===== config.mk =====
export PLATFORM = sky130hd
export DESIGN_NAME = pong_frame_sequencer
export DESIGN_NICKNAME = d
export VERILOG_FILES = /design/src/rtl/pong_frame_sequencer.sv
export SDC_FILE = /design/constraint.sdc
export NUM_CORES = 1
export LEC_CHECK = 0
export ABC_AREA = 0
export BUFFER_PORTS_ARGS = -buffer_cell sky130_fd_sc_hd__buf_2
export CAP_MARGIN = 20
export CORE_MARGIN = 2
export CORE_UTILIZATION = 50
export CTS_CLUSTER_DIAMETER = 40
export CTS_CLUSTER_SIZE = 10
export DETAILED_ROUTE_END_ITERATION = 12
export PLACE_DENSITY = 0.75
export SKIP_LAST_GASP = 1
export SYNTH_ARGS = -nofsm -noshare
export SYNTH_HDL_FRONTEND = slang
export SYNTH_SLANG_ARGS = --single-unit

===== constraint.sdc =====
create_clock -name clk -period 1.95 [get_ports clk]
set_input_delay 0.2925 -clock clk [delete_from_list [all_inputs] [get_ports clk]]
set_output_delay 0.2925 -clock clk [all_outputs]
set_load 0.03 [all_outputs]

===== src/rtl/pong_frame_sequencer.sv =====
// pong_frame_sequencer
// Per-frame game-update scheduler for the two-player Pong core. Each 60 Hz
// refresh tick runs three update units in a fixed order over a req/done
// handshake (paddle update, ball move, collision check). It then applies the
// collision result to the scores and tracks game-over. Ticks that arrive
// mid-frame are dropped and counted. A stage that holds req for TIMEOUT cycles
// without done is abandoned and flagged.
//
// Optional build macro: PONG_SEQ_PAUSE_EN
//   defined   : pause=1 while IDLE makes refr_tick ignored (no frame, no overrun)
//   undefined : pause input is unused
//
// state | meaning
// ------+----------------------------------------------------------
// IDLE  | waiting for refr_tick; new_game clears scores here
// PAD   | pad_req high, waiting for pad_done or stage timeout
// BALL  | ball_req high, waiting for ball_done or stage timeout
// COLL  | coll_req high, waiting for coll_done; captures coll_scored
// SCORE | one cycle: apply scores, bump frame_cnt, check for a win
// OVER  | game_over high; only new_game or rst leave this state

module pong_frame_sequencer #(
    parameter int unsigned TIMEOUT   = 1000000,
    parameter int unsigned WIN_SCORE = 7
) (
    input  logic        clk,
    input  logic        rst,
    input  logic        refr_tick,
    input  logic        new_game,
    input  logic        pause,
    output logic        pad_req,
    input  logic        pad_done,
    output logic        ball_req,
    input  logic        ball_done,
    output logic        coll_req,
    input  logic        coll_done,
    input  logic [1:0]  coll_scored,
    output logic [3:0]  score_l,
    output logic [3:0]  score_r,
    output logic        game_over,
    output logic        busy,
    output logic [15:0] frame_cnt,
    output logic [7:0]  overrun_cnt,
    output logic        timeout_err
);

    typedef enum logic [2:0] {
        S_IDLE  = 3'd0,
        S_PAD   = 3'd1,
        S_BALL  = 3'd2,
        S_COLL  = 3'd3,
        S_SCORE = 3'd4,
        S_OVER  = 3'd5
    } state_t;

    // The timer counts from 0; the cycle on which it holds TIMEOUT-1 without
    // done is the TIMEOUT-th req cycle, so req is dropped right after it.
    localparam logic [23:0] TMO_LAST = 24'(TIMEOUT - 1);
    localparam logic [3:0]  WIN      = 4'(WIN_SCORE);

    state_t      state_q;
    logic        pad_req_q;
    logic        ball_req_q;
    logic        coll_req_q;
    logic        busy_q;
    logic        game_over_q;
    logic        timeout_err_q;
    logic [3:0]  score_l_q;
    logic [3:0]  score_r_q;
    logic [15:0] frame_cnt_q;
    logic [7:0]  overrun_cnt_q;
    logic [7:0]  overrun_cnt_d;
    logic [23:0] timer_q;
    logic [1:0]  scored_q;

    logic        pause_hold;
    logic        in_frame;
    logic        timer_hit;
    logic [3:0]  score_l_nx;
    logic [3:0]  score_r_nx;
    logic        win_hit;

`ifdef PONG_SEQ_PAUSE_EN
    assign pause_hold = pause;
`else
    logic unused_pause;
    assign unused_pause = pause;
    assign pause_hold   = 1'b0;
`endif

    // Frame-progress decode, timer terminal count and the score arithmetic
    // used by the single SCORE cycle.
    always_comb begin
        in_frame   = (state_q != S_IDLE) && (state_q != S_OVER);
        timer_hit  = (timer_q == TMO_LAST);
        score_l_nx = score_l_q + {3'b000, scored_q[0]};
        score_r_nx = score_r_q + {3'b000, scored_q[1]};
        win_hit    = (score_l_nx >= WIN) || (score_r_nx >= WIN);
    end

    // A tick that lands while a frame is in flight is dropped and counted,
    // saturating so a long stall cannot wrap the count back to a small value.
    always_comb begin
        overrun_cnt_d = overrun_cnt_q;
        if (refr_tick && in_frame && (overrun_cnt_q != 8'hFF)) begin
            overrun_cnt_d = overrun_cnt_q + 8'd1;
        end
    end

    // Overrun counter register; cleared only by rst.
    always_ff @(posedge clk) begin
        if (rst) begin
            overrun_cnt_q <= '0;
        end else begin
            overrun_cnt_q <= overrun_cnt_d;
        end
    end

    // Frame sequencer: state, stage requests, stage timer, scores and status.
    always_ff @(posedge clk) begin
        if (rst) begin
            state_q       <= S_IDLE;
            pad_req_q     <= 1'b0;
            ball_req_q    <= 1'b0;
            coll_req_q    <= 1'b0;
            busy_q        <= 1'b0;
            game_over_q   <= 1'b0;
            timeout_err_q <= 1'b0;
            score_l_q     <= '0;
            score_r_q     <= '0;
            frame_cnt_q   <= '0;
            timer_q       <= '0;
            scored_q      <= '0;
        end else begin
            case (state_q)
                S_IDLE: begin
                    timer_q <= '0;
                    if (new_game) begin
                        score_l_q <= '0;
                        score_r_q <= '0;
                    end else if (refr_tick && !pause_hold) begin
                        state_q   <= S_PAD;
                        pad_req_q <= 1'b1;
                        busy_q    <= 1'b1;
                    end
                end

                S_PAD: begin
                    if (pad_done) begin
                        pad_req_q  <= 1'b0;
                        ball_req_q <= 1'b1;
                        timer_q    <= '0;
                        state_q    <= S_BALL;
                    end else if (timer_hit) begin
                        pad_req_q     <= 1'b0;
                        busy_q        <= 1'b0;
                        timeout_err_q <= 1'b1;
                        timer_q       <= '0;
                        state_q       <= S_IDLE;
                    end else begin
                        timer_q <= timer_q + 24'd1;
                    end
                end

                S_BALL: begin
                    if (ball_done) begin
                        ball_req_q <= 1'b0;
                        coll_req_q <= 1'b1;
                        timer_q    <= '0;
                        state_q    <= S_COLL;
                    end else if (timer_hit) begin
                        ball_req_q    <= 1'b0;
                        busy_q        <= 1'b0;
                        timeout_err_q <= 1'b1;
                        timer_q       <= '0;
                        state_q       <= S_IDLE;
                    end else begin
                        timer_q <= timer_q + 24'd1;
                    end
                end

                S_COLL: begin
                    if (coll_done) begin
                        coll_req_q <= 1'b0;
                        scored_q   <= coll_scored;
                        timer_q    <= '0;
                        state_q    <= S_SCORE;
                    end else if (timer_hit) begin
                        coll_req_q    <= 1'b0;
                        busy_q        <= 1'b0;
                        timeout_err_q <= 1'b1;
                        timer_q       <= '0;
                        state_q       <= S_IDLE;
                    end else begin
                        timer_q <= timer_q + 24'd1;
                    end
                end

                S_SCORE: begin
                    score_l_q   <= score_l_nx;
                    score_r_q   <= score_r_nx;
                    frame_cnt_q <= frame_cnt_q + 16'd1;
                    busy_q      <= 1'b0;
                    if (win_hit) begin
                        game_over_q <= 1'b1;
                        state_q     <= S_OVER;
                    end else begin
                        state_q <= S_IDLE;
                    end
                end

                S_OVER: begin
                    if (new_game) begin
                        score_l_q   <= '0;
                        score_r_q   <= '0;
                        game_over_q <= 1'b0;
                        state_q     <= S_IDLE;
                    end
                end

                default: begin
                    pad_req_q  <= 1'b0;
                    ball_req_q <= 1'b0;
                    coll_req_q <= 1'b0;
                    busy_q     <= 1'b0;
                    timer_q    <= '0;
                    state_q    <= S_IDLE;
                end
            endcase
        end
    end

    assign pad_req     = pad_req_q;
    assign ball_req    = ball_req_q;
    assign coll_req    = coll_req_q;
    assign busy        = busy_q;
    assign game_over   = game_over_q;
    assign timeout_err = timeout_err_q;
    assign score_l     = score_l_q;
    assign score_r     = score_r_q;
    assign frame_cnt   = frame_cnt_q;
    assign overrun_cnt = overrun_cnt_q;

endmodule


==> key figures <==
Outcome
  – Status: completed

Place
  – Port bufs: 46
  – GPL Wtd Cong: 0.836
  – Dpl cell area: 3770 µm²
  – DP Worst Slack: 51.4 ps
  – Detail Placement HPWL: 5.42 mm

Routing
  – Metal2 WL: 3.65 mm
  – DR iter-0 viols: 163
  – WL/cell: 14.0 µm
  – DRT met1 WL: 3.48 mm
  – Met3 wire length: 374 µm
  – Vias per cell: 5.82
  – Routed WL: 7.73 mm
  – Highest routed metal layer: met4
  – Antenna-violating nets left: 0
  – DRC Markers: 0
  – Vias: 3213
  – Pre-antenna DRT Iters: 4

Yosys
  – Avg Cell Area, Syn: 8.16 µm²
  – Syn_nets: 430
  – Most area-consuming cells after synthesis: dfxtp_1 40%, xor2_1 7.0%, nor2_1 5.7%
  – Syn Inst Count: 413
  – Top-area cell type share of the netlist area: 39.8%
  – Fraction of registers with async set or reset after synthesis: 0%
  – Area leader, netlist: dfxtp_1
  – Mapped Area: roughly 3400 µm²
  – Post-synth EDFFs: 0
  – Top FF cell, synth: dfxtp_1
  – #FFs+latches synth: 67
  – Yosys warnings: 0
  – Yosys cell types: 44
  – Sequential-to-total area share from yosys stat: 39.8%

Worst setup path
  – Required @ worst endpoint: 2230 ps
  – CP Capture Type: flop
  – Crit Path Category: flop to flop
  – Worst Path Arrival: ~2200 ps
  – Critical path launch point type: flop
  – CP max FO: 14

STA
  – Clock skew: 6.86 ps
  – Fin crit share: 96.5%
  – Slew Limit Headroom: 68.9%
  – Endpoints failing setup: 0
  – Hold Vio Cnt, Final: 0
  – Period minus WS final: about 1900 ps
  – Final max-slew violation count: 0
  – Max Fclk: 0.531 GHz
  – Pin slew with the least headroom to its limit: 465 ps
  – RSZ-0062 raised after global routing: true
  – Final worst slack: ~68 ps

GRT
  – Grt total ovfl: 0
  – Initial antenna violation count: 0
  – Gr usage total: 22.1%
  – Pin count of the biggest net entering global routing: 25
  – Vias in the first global route: 2948
  – First-pass GRT wire length: ~13 mm

Die
  – Initial Util: 52.5%
  – # rows: 29
  – Core Footprint: 6420 µm²
  – Die H: 86.1 µm
  – I/O pin cnt: 48
  – X dimension of the die: 86.1 µm
  – DIE AREA: 7420 µm²

Clocking
  – Cts bufs inserted: 9
  – Cts-stage hold buffer count: 0
  – Max Buffers Root-to-Sink: 2
  – CTS H-Tree Depth: 3
  – Clock sinks: 67
  – CTS Root Cell: clkbuf_8
  – TritonCTS clock tree: yes
  – Reg clk slew, reported paths: ~70 ps
  – Clk_lat worst skew: about 340 ps

Power
  – Sw Ratio: 20.8%
  – Combinational group share of total power: 6.2%
  – Worst VDD drop: 0.373 mV
  – Sw power: 0.659 mW
  – Share of power burned in registers: ~44%
  – Internal power: ~2.5 mW
  – Power Density: roughly 800 nW/µm²
  – Clk pwr share: 49.6%
  – Leakage: approximately 1.6 nW

Worst hold path
  – HP Class: input port to flop

Finish
  – Final Cell Area: 4060 µm²
  – Area Overhead vs Synth: 20.5%
  – Inserted Diodes: 0
  – Layout cells sized above 1: 19.2%
  – Final nets: 487

Job
  – Max cap viols: 0
-- per-layer routing --
layer	track usage [%]	up-vias
met4	12.1	0
met3	3.66	19
met2	35.3	99
li1	-	1593
met5	0	-
met1	28.3	1502
-- Yosys cell counts, types with 2 or more instances --
| cell type | number |
|---|---|
| mux2i_1 | 5 |
| o221ai_1 | 2 |
| xnor2_1 | 11 |
| nor2_1 | 51 |
| and3_1 | 3 |
| ha_1 | 7 |
| inv_1 | 8 |
| a31oi_1 | 15 |
| nand2b_1 | 5 |
| xor2_1 | 27 |
| and4_1 | 5 |
| or3_1 | 4 |
| nor3_1 | 22 |
| nand4_1 | 15 |
| dfxtp_1 | 67 |
| nor4b_1 | 2 |
| buf_2 | 2 |
| o21ai_0 | 13 |
| a32oi_1 | 2 |
| a311oi_1 | 4 |
| nand4b_1 | 5 |
| o22ai_1 | 2 |
| a22oi_1 | 7 |
| nand2_1 | 34 |
| clkbuf_1 | 18 |
| nor3_2 | 2 |
| nor2b_1 | 7 |
| nor4_1 | 5 |
| a21oi_1 | 14 |
| nand3_1 | 29 |
| and2_1 | 4 |
| nand3b_1 | 4 |
-- repair_timing --
item	CTS	global route
setup endpoints to repair	0	19
gates resized for setup	0	3
buffers inserted	0	1
-- stage by stage --
stage,setup TNS (ps),hold WS (ps),util (%),cells,power [mW]
after global placement,0,448,58.7,535,1.62
after floorplan,0,406,-,413,1.56
after detailed placement,0,446,58.7,535,1.62
after CTS,0,172,62.9,551,3.19
final,0,186,63.3,552,3.16
after global routing,-13.5,194,63.3,552,3.26
-- layout make-up --
class	count	area, µm²
fill	565	2360
multi-input combinational	315	1920
sequential	67	1340
timing repair buffer	68	395
clock buffer	12	155
clock inverter	4	120
tap	77	96.3
inverter	9	33.8
-- worst max-delay path: stages, from the launching register on --
cell and delay, ps:
dfxtp_1 330, nor4_1 380, and4_1 280, nand4_1 130
buf_4 210, or3_1 340, a21oi_1 140
-- sequential cells by signal (all words and copies together), names as in the netlist, 2 cells and up --
register and flops:
timer_q 24, scored_q 2, score_r 4, state_q 3, score_l 4, frame_cnt 16
overrun_cnt 8
-- path summary, 6_finish.rpt --
path / start / endpoint / slack (ps) / cells past startpoint
max: timer_q[23] / timeout_err / 70 / 6
min: coll_scored[0] / scored_q[0] / 190 / 3
max reg2reg: timer_q[23] / timeout_err / 70 / 6
min reg2reg: timeout_err / timeout_err / 460 / 2
-- logic make-up (layout without fill, tap and decap cells) --
logic type,after synthesis,count (layout),share of synthesized area [%]
AO/OA/AOI/OAI,64,64,11.9
XOR/XNOR,38,38,9.87
adder cells (fa/ha/maj),7,7,2.60
buffers and inverters,31,93,3.64
flip-flops,67,67,39.8
multiplexers,5,5,1.48
AND/OR/NAND/NOR,201,201,30.7
-- power by group through the flow --
stage / Combinational, mW / Sequential [mW] / Clock, mW
2_1_floorplan: 0.104 / 1.46 / 0
3_5_place_dp: 0.191 / 1.43 / 0
6_report: 0.196 / 1.40 / 1.57
4_1_cts: 0.193 / 1.40 / 1.60
3_3_place_gp: 0.188 / 1.43 / 0
5_1_grt: 0.216 / 1.40 / 1.65
-- cell usage in the layout (no fill, tap or decap), types with 2 or more instances in the layout --
cell type,n
nor4_1,5
mux2i_1,5
nor3_2,2
xnor2_1,11
inv_1,8
a31oi_1,15
nand3b_1,4
nor2_1,51
clkbuf_8,11
o22ai_1,2
nor3_1,22
a22oi_1,7
nand2b_1,5
buf_4,22
buf_2,46
ha_1,7
and3_1,3
nand4_1,15
and4_1,4
xor2_1,27
a311oi_1,4
dfxtp_1,67
or3_1,4
a21oi_1,14
o21ai_0,13
nand2_1,34
and2_1,4
nand4b_1,5
nand3_1,29
a32oi_1,2
bufinv_16,4
nor2b_1,7
Power figures use the tool's default switching activity.
